File: config.mk
export PLATFORM = sky130hd
export DESIGN_NAME = id_ex_stage
export DESIGN_NICKNAME = d
export VERILOG_FILES = /design/src/rtl/id_ex_stage.sv
export SDC_FILE = /design/constraint.sdc
export NUM_CORES = 1
export LEC_CHECK = 0
export BUFFER_PORTS_ARGS = -buffer_cell sky130_fd_sc_hd__buf_2
export CORE_AREA = 3 3 141 143
export DETAILED_ROUTE_END_ITERATION = 10
export DIE_AREA = 0 0 144 146
export PLACE_DENSITY = 0.53
export SYNTH_ARGS = -nofsm -noshare
export SYNTH_HDL_FRONTEND = slang
export SYNTH_SLANG_ARGS = --single-unit
export TNS_END_PERCENT = 30
File: constraint.sdc
create_clock -name clk -period 5.84 [get_ports clk]
set_input_delay 1.168 -clock clk [delete_from_list [all_inputs] [get_ports clk]]
set_output_delay 1.168 -clock clk [all_outputs]
set_load 0.05 [all_outputs]
File: src/rtl/id_ex_stage.sv
// ID/EX pipeline register for the 5-stage MIPS core: captures decoded operands and controls,
// detects load-use hazards (stall + bubble), squashes on taken branches, counts stall cycles.
module id_ex_stage #(
  parameter int DATA_W  = 32,
  parameter int REG_W   = 5,
  parameter int ALUOP_W = 4,
  parameter int CNT_W   = 16
) (
  input  logic               clk,
  input  logic               rst,
  input  logic               ID_valid,
  input  logic [REG_W-1:0]   ID_Rs,
  input  logic [REG_W-1:0]   ID_Rt,
  input  logic [REG_W-1:0]   ID_Rd,
  input  logic               ID_usesRs,
  input  logic               ID_usesRt,
  input  logic [DATA_W-1:0]  ID_rdata1,
  input  logic [DATA_W-1:0]  ID_rdata2,
  input  logic [DATA_W-1:0]  ID_imm,
  input  logic               ID_regwrite,
  input  logic               ID_memread,
  input  logic               ID_memwrite,
  input  logic               ID_memtoreg,
  input  logic               ID_regdst,
  input  logic               ID_alusrc,
  input  logic [ALUOP_W-1:0] ID_aluop,
  input  logic               EX_flush,
  output logic               stall,
  output logic               EX_valid,
  output logic [REG_W-1:0]   EX_Rs,
  output logic [REG_W-1:0]   EX_Rt,
  output logic [REG_W-1:0]   EX_writereg,
  output logic [DATA_W-1:0]  EX_rdata1,
  output logic [DATA_W-1:0]  EX_rdata2,
  output logic [DATA_W-1:0]  EX_imm,
  output logic               EX_regwrite,
  output logic               EX_memread,
  output logic               EX_memwrite,
  output logic               EX_memtoreg,
  output logic               EX_alusrc,
  output logic [ALUOP_W-1:0] EX_aluop,
  output logic [CNT_W-1:0]   stall_count
);

  localparam logic [CNT_W-1:0] CNT_ONE = {{(CNT_W-1){1'b0}}, 1'b1};

  function automatic logic [CNT_W-1:0] sat_inc(input logic [CNT_W-1:0] c);
    return (&c) ? c : c + CNT_ONE;
  endfunction

  logic hz;
  logic rs_match;
  logic rt_match;

  always_comb begin
    rs_match = ID_usesRs && (ID_Rs == EX_writereg);
    rt_match = ID_usesRt && (ID_Rt == EX_writereg);
    hz       = EX_valid && EX_memread && ID_valid && (EX_writereg != '0) && (rs_match || rt_match);
    // A taken branch discards the dependent wrong-path instruction, so no stall is needed
    stall    = hz && !EX_flush && !rst;
  end

  // ID -> EX boundary
  always_ff @(posedge clk or posedge rst) begin
    if (rst) begin
      EX_valid    <= 1'b0;
      EX_Rs       <= '0;
      EX_Rt       <= '0;
      EX_writereg <= '0;
      EX_rdata1   <= '0;
      EX_rdata2   <= '0;
      EX_imm      <= '0;
      EX_regwrite <= 1'b0;
      EX_memread  <= 1'b0;
      EX_memwrite <= 1'b0;
      EX_memtoreg <= 1'b0;
      EX_alusrc   <= 1'b0;
      EX_aluop    <= '0;
    end else if (EX_flush || stall) begin
      // Bubble: only the side-effecting controls are cleared, data fields hold
      EX_valid    <= 1'b0;
      EX_regwrite <= 1'b0;
      EX_memread  <= 1'b0;
      EX_memwrite <= 1'b0;
    end else begin
      EX_valid    <= ID_valid;
      EX_Rs       <= ID_Rs;
      EX_Rt       <= ID_Rt;
      EX_writereg <= ID_regdst ? ID_Rd : ID_Rt;
      EX_rdata1   <= ID_rdata1;
      EX_rdata2   <= ID_rdata2;
      EX_imm      <= ID_imm;
      EX_regwrite <= ID_regwrite && ID_valid;
      EX_memread  <= ID_memread && ID_valid;
      EX_memwrite <= ID_memwrite && ID_valid;
      EX_memtoreg <= ID_memtoreg;
      EX_alusrc   <= ID_alusrc;
      EX_aluop    <= ID_aluop;
    end
  end

  always_ff @(posedge clk or posedge rst) begin
    if (rst) begin
      stall_count <= '0;
    end else if (stall) begin
      stall_count <= sat_inc(stall_count);
    end
  end

endmodule

* Yosys cells after proc, flatten, opt, wreduce, memory -nomap -nowiden
Index checks and enable logic that the tools add are counted.
** Word-level totals
- Register bits after elaboration :: 137
- Input port bits :: 127
- Output and inout bits :: 138
- Word-level logic and storage cells :: 41
** Operators by class
- Add/sub/neg operators :: 1
- Eq/ne operators :: 2
- Mux-type cells :: 5
- Bitwise logic cells :: 1
- Reductions and logical operators :: 18
** Operators with widths (count)
- $add 16x1->16 const B :: 1
- $reduce_and 16->1 :: 1
- $logic_and 1x1->1 :: 11
- $eq 5x5->1 :: 2
- $mux 5 :: 1
- $reduce_bool 5->1 :: 1
- $mux 1 :: 4
- $logic_not 1->1 :: 2
- $logic_or 1x1->1 :: 2
- $reduce_and 2->1 :: 1
- $not 1->1 :: 1

* Depth between registers and ports, before layout
Gate-level depths: netlist (run 1).
- Word-level depth :: 8
- Gate-level depth with buffers :: 7
- Gate-level depth less buffers :: 6

* Worst setup path before layout (run 1)
No wires, ideal clock.
- Path kind :: input to output
- Start :: input ID_Rs[2]
- End :: output stall
- Arrival time :: 2.223 ns
- Data required time :: 4.672 ns
- Setup slack :: 2.449 ns
- Stages on the path :: 5
- Buffers on the path :: 0
- Path through :: xnor2_1 > nand4_1 > o22ai_2 > nand2_1 > inv_1
** On the way
- Word-level cells in the longest chain between the ends :: 6
** Ends and longest elaborated chain
- start: declaration :: RTL line 12 : input logic [REG_W-1:0] ID_Rs,
- $eq 5x5->1 :: RTL line 56 : rs_match = ID_usesRs && (ID_Rs == EX_writereg);
- $logic_and 1x1->1 :: RTL line 56
- $logic_or 1x1->1 :: RTL line 58 : hz = EX_valid && EX_memread && ID_valid && (EX_writereg != '0) && (rs_match || rt_match);
- $logic_and 1x1->1 :: RTL line 58
- $logic_and 1x1->1 (2 in a row) :: RTL line 60 : stall = hz && !EX_flush && !rst;
- end: declaration :: RTL line 28 : output logic stall,
Every way passes these cells.

* Worst setup path in the final report (run 1)
- Start :: input ID_Rt[0]
- End :: output stall
** On the way
- Word-level cells in the longest chain between the ends :: 6
** Ends and longest elaborated chain
- start: declaration :: RTL line 13 : input logic [REG_W-1:0] ID_Rt,
- $eq 5x5->1 :: RTL line 57 : rt_match = ID_usesRt && (ID_Rt == EX_writereg);
- $logic_and 1x1->1 :: RTL line 57
- $logic_or 1x1->1 :: RTL line 58
- $logic_and 1x1->1 :: RTL line 58
- $logic_and 1x1->1 (2 in a row) :: RTL line 60
Every way passes these cells.

==> flow_summary.json, run 1 <==
{
  "status": "completed",
  "die_area_sq_um": 21000,
  "hold_class": "reg2reg",
  "io_pins": 265,
  "startpoint_type": "input pin",
  "area_delta_synth_final_pct": 39.6,
  "slew-limit-headroom": 0.458,
  "drive_gt1_frac": 0.659,
  "grt_most_used_layer": "met2",
  "cts_tree": "yes",
  "place_ws_ns": 1.69,
  "grt.overflow.total": 0,
  "fin_nets": 757,
  "drc": 0,
  "synth_seq_area_share": 0.610,
  "synth_flop_cell": "dfrtp_1",
  "skew_ns": 0.00573,
  "n_fill_cell": 1772,
  "dr.pass1.iters": 5,
  "setup_viol": 0,
  "num_rows": 50,
  "fmax_ghz": 0.243,
  "rr_worst_depth": 5,
  "ant_nets": 0,
  "whs_ns": 0.479,
  "routed_wl_um": 14500,
  "portBuffers": 264,
  "timing.rr.end": "EX_rdata1[16]",
  "hold_path_startpoint": "EX_imm[14]",
  "placed_area_sq_um": 7160,
  "power.density_nw_per_um2": 374,
  "cp_common_cell": "buf_2",
  "use_met2": 0.232,
  "syn_area_per_cell_sq_um": 15.8,
  "yosysUniqueCellTypes": 29,
  "setup_tns_ns": 0,
  "vias": 3969,
  "dp.cells": 844,
  "cts_setup_buffers": 0,
  "ys_seq_elements": 137,
  "worst_ep_required_time_ns": 4.67,
  "numCtsBuffers": 17,
  "cts_root_buf": "clkbuf_16",
  "leakagePower_nw": 3.87,
  "synth_cells": 356,
  "via_per_inst": 4.53,
  "initialDrtViolationCount": 82,
  "slew_viol_final": 0,
  "reg2reg_slack_ns": 2.92,
  "cts_max_level": 4,
  "fp.dieW_um": 144,
  "hold_end": "EX_imm[14]",
  "slowest_stage": "o22ai_2",
  "clock_sinks": 137,
  "dieHeight_um": 146,
  "power_mw": 2.93,
  "finalWeightedCongestion": 0.748,
  "synth_edf_count": 0,
  "stdcell_count": 876,
  "async_reset_ff_frac": 1.00,
  "vdd_drop_max_mv": 0.180,
  "worstMarginPinSlew_ns": 0.814,
  "ys_warn_count": 0,
  "drv_cap": 0,
  "initial_core_util": 0.300,
  "grt.total_usage": 0.138,
  "timing.final.ws_setup_ns": 1.73,
  "design_area_sq_um": 7840,
  "grt_use_met3": 0.0569,
  "dp_hpwl_um": 10800,
  "clk_pin_slew_ns": 0.06,
  "grt_pass1_wl_um": 22700,
  "placeableCoreArea_sq_um": 18700,
  "critical_path_arrival_ns": 2.94,
  "antenna_found_initial": 2,
  "clk_latency_ns": 0.41,
  "first_global_vias": 4238,
  "final_util": 0.419,
  "grt_max_degree": 84,
  "syn_area_sq_um": 5620,
  "grt.met1_usage": 0.157,
  "finalHoldViolations": 0,
  "min_period_ns": 4.11,
  "min_path_cells": 1,
  "fin_crit_sh": 0.703,
  "path_class": "in2out",
  "cp-end-kind": "output port",
  "avgRoutedWirePerCell_um": 16.6,
  "cp_cell_sequence": "buf_2 > xnor2_1 > nand4_1 > o22ai_2 > nand2_1 > inv_1 > buf_2",
  "cts_hold_buffers": 0,
  "reg2reg_from": "EX_writereg[1]",
  "cp_max_fo": 17,
  "rsz0062_at_grt": "false",
  "syn_nets": 484,
  "diodes": 0,
  "ctsResizeCount": 0,
  "clk_path_buf_depth": 2,
  "critPathMaxStageDelay_ns": 0.65
}
[worst max-delay path by stage]
| stage | from | endpoint | slack [ns] | cells past startpoint |
|---|---|---|---|---|
| floorplan | rst | EX_Rs[0] | 1.00 | 1 |
| global placement | ID_Rt[1] | stall | 1.73 | 7 |
| detailed placement | ID_Rt[0] | stall | 1.69 | 7 |
| CTS | ID_Rt[0] | stall | 1.68 | 7 |
| global route | ID_Rt[2] | stall | 1.55 | 7 |
| finish | ID_Rt[0] | stall | 1.73 | 7 |
[flip-flops by register name, summed over array words and instances (netlist names), 4 cells and up]
register,cells
EX_Rs,5
EX_rdata2,32
EX_Rt,5
EX_aluop,4
stall_count,16
EX_writereg,5
EX_imm,32
EX_rdata1,32
[layer usage]
| metal | part of all wire | wire length (um) |
|---|---|---|
| met1 | 0.39 | 5720 |
| met2 | 0.49 | 7060 |
| met3 | 0.10 | 1510 |
| met4 | 0.015 | 225 |
| met5 | 0.0014 | 21 |
[cell families (layout without fill, tap and decap cells)]
logic type,Yosys count,after routing,share of synthesized area
flip-flops,137,137,0.610
multiplexers,124,124,0.266
AND/OR/NAND/NOR,49,49,0.0514
XOR/XNOR,24,24,0.0374
buffers and inverters,16,302,0.0198
AO/OA/AOI/OAI,5,5,0.0127
adder cells (fa/ha/maj),1,1,0.00223
[where the power goes]
part / internal, mW / switching [mW]
Combinational: 0.183 / 0.425
Clock: 0.819 / 0.424
Sequential: 1.03 / 0.0476
[synthesized netlist by cell type (all sizes together) (2+ instances only)]
master / n / share of area
and2: 2 / 0.0022
and3: 7 / 0.0078
and4: 2 / 0.0031
buf: 12 / 0.017
dfrtp: 137 / 0.61
inv: 3 / 0.0020
mux2: 124 / 0.27
nand2: 9 / 0.0060
nand3: 7 / 0.0062
nand4: 11 / 0.012
nand4b: 2 / 0.0058
nor2: 3 / 0.0020
nor3: 3 / 0.0027
xnor2: 24 / 0.037
[critical path, delay by kind of cell]
family / cells / cell delay, ns
buffers and inverters: 3 / 0.51
XOR/XNOR: 1 / 0.16
AND/OR/NAND/NOR: 2 / 0.44
AO/OA/AOI/OAI: 1 / 0.65
[layout make-up]
class | instances | area (sq um) | area share
Timing Repair Buffer | 267 | 1340 | 0.171
Tap cell | 234 | 293 | 0.0373
Inverter | 3 | 16.3 | 0.00207
Sequential cell | 137 | 3430 | 0.437
Clock buffer | 19 | 443 | 0.0565
Clock inverter | 13 | 239 | 0.0305
Multi-Input combinational cell | 203 | 2080 | 0.265
[layout by cell type, fill, tap and decap left out, drive strengths merged, types with 7 or more instances in the layout]
master and count:
buf 267, and3 7, xnor2 24, nand3 7, nand4 11, nand2 9, mux2 124, dfrtp 137
clkbuf 19
(Power assumes the default switching activity.)
==> run 2: changes to the inputs <==
--- a/config.mk
+++ b/config.mk
@@ -9,7 +9,7 @@
 export CORE_AREA = 3 3 141 143
 export DETAILED_ROUTE_END_ITERATION = 10
 export DIE_AREA = 0 0 144 146
-export PLACE_DENSITY = 0.53
+export PLACE_DENSITY = 0.55
 export SYNTH_ARGS = -nofsm -noshare
 export SYNTH_HDL_FRONTEND = slang
 export SYNTH_SLANG_ARGS = --single-unit
==> constraint.sdc (replaced) <==
create_clock -name clk -period 3.7 [get_ports clk]
set_input_delay 0.74 -clock clk [delete_from_list [all_inputs] [get_ports clk]]
set_output_delay 0.74 -clock clk [all_outputs]
set_load 0.05 [all_outputs]
==> flow_summary.json, run 2 (synthesis results as in run 1) <==
{
  "clk_latency_ns": 0.41,
  "clock_sinks": 137,
  "setup_viol": 0,
  "placed_area_sq_um": 7210,
  "fin_crit_sh": 0.793,
  "diodes": 0,
  "initialDrtViolationCount": 148,
  "cts_tree": "yes",
  "dieHeight_um": 146,
  "drc": 0,
  "antenna_found_initial": 3,
  "portBuffers": 264,
  "critical_path_arrival_ns": 2.20,
  "hold_class": "reg2reg",
  "worst_ep_required_time_ns": 2.96,
  "slowest_stage": "dfrtp_1",
  "grt_max_degree": 81,
  "die_area_sq_um": 21000,
  "vias": 3984,
  "numCtsBuffers": 17,
  "startpoint_type": "flop",
  "slew-limit-headroom": 0.368,
  "path_class": "reg2out",
  "cp-end-kind": "output port",
  "grt.overflow.total": 0,
  "ctsResizeCount": 0,
  "rsz0062_at_grt": "false",
  "worstMarginPinSlew_ns": 0.946,
  "cts_hold_buffers": 0,
  "place_ws_ns": 0.703,
  "dp_hpwl_um": 10800,
  "design_area_sq_um": 7800,
  "via_per_inst": 4.54,
  "dr.pass1.iters": 4,
  "drv_cap": 0,
  "placeableCoreArea_sq_um": 18700,
  "dp.cells": 847,
  "grt_pass1_wl_um": 22800,
  "reg_top3": "EX_imm x32, EX_rdata1 x32, EX_rdata2 x32",
  "cts_setup_buffers": 0,
  "timing.final.ws_setup_ns": 0.764,
  "grt.total_usage": 0.138,
  "num_rows": 50,
  "cts_root_buf": "clkbuf_16",
  "avgRoutedWirePerCell_um": 16.5,
  "io_pins": 265,
  "final_common_cell": "buf_2",
  "stdcell_count": 878,
  "clk_pin_slew_ns": 0.06,
  "min_period_ns": 2.94,
  "critPathMaxStageDelay_ns": 0.47,
  "routed_wl_um": 14500,
  "mostFrequentLayoutCells": "buf_2, dfrtp_1, mux2_2",
  "status": "completed",
  "cp_cell_sequence": "xnor2_1 > nand4_1 > o22ai_2 > buf_4 > nand2_1 > inv_1 > buf_2",
  "initial_core_util": 0.300,
  "fp.dieW_um": 144,
  "drive_gt1_frac": 0.661,
  "slew_viol_final": 0,
  "power.density_nw_per_um2": 561,
  "clk_path_buf_depth": 2,
  "first_global_vias": 4304,
  "area_delta_synth_final_pct": 38.8,
  "finalWeightedCongestion": 0.778,
  "fin_nets": 760,
  "skew_ns": 0.00671,
  "finalHoldViolations": 0,
  "vdd_drop_max_mv": 0.302,
  "ant_nets": 0,
  "fmax_ghz": 0.341,
  "cp_max_fo": 17,
  "setup_tns_ns": 0,
  "leakagePower_nw": 3.85,
  "cts_max_level": 4
}
==> run 2: cell types whose count changed in the layout (fill, tap and decap cells not counted), sizes merged <==
cell / previous run / this run
clkinv: 2 / 4
bufinv: 6 / 2
buf: 267 / 270
clkinvlp: 2 / 3
==> run 2: worst max-delay path: cells and delay by family, from the launching register on <==
| kind | cells | cell delay, ns |
|---|---|---|
| AND/OR/NAND/NOR | 2 | 0.32 |
| XOR/XNOR | 1 | 0.25 |
| flip-flops | 1 | 0.47 |
| buffers and inverters | 3 | 0.58 |
| AO/OA/AOI/OAI | 1 | 0.17 |
==> run 2: worst paths after layout <==
kind | start | end | slack (ns) | cells after the start
hold / removal | EX_imm[25] | EX_imm[25] | 0.50 | 1
min in group asynchronous | rst | stall_count[9] | 0.56 | 2
setup / recovery | EX_writereg[1] | stall | 0.76 | 7
max in group asynchronous | rst | stall_count[4] | 2.19 | 3
hold reg to reg | EX_imm[25] | EX_imm[25] | 0.50 | 1
setup reg to reg | EX_writereg[1] | EX_imm[1] | 1.27 | 5
==> run 2: cell type report <==
cell class	instances	area, sq um
Clock buffer	19	453
Clock inverter	12	141
Fill cell	1793	10900
Inverter	3	15.0
Multi-Input combinational cell	203	2080
Sequential cell	137	3430
Tap cell	234	293
Timing Repair Buffer	270	1390
==> run 2: metrics by stage <==
stage	hold slack, ns	utilization	power [mW]
after floorplan	0.796	-	2.43
after global placement	0.472	0.385	2.70
after detailed placement	0.483	0.385	2.71
after CTS	0.497	0.417	4.46
after global routing	0.513	0.417	4.59
final	0.496	0.417	4.38
==> run 2: routing by layer <==
layer / GRT usage / wire [um] / vias to the layer above
met5: 0 / 34 / -
met4: 0.0438 / 210 / 6
met3: 0.0588 / 1380 / 21
met2: 0.224 / 6890 / 183
met1: 0.166 / 5980 / 1942
li1: - / - / 1832
==> run 2: report_power, final <==
part | switching (mW) | total [mW] | leakage, nW | internal [mW]
combinational | 0.670 | 0.964 | 1.92 | 0.294
clock | 0.670 | 1.71 | 0.287 | 1.04
sequential | 0.0751 | 1.71 | 1.64 | 1.63
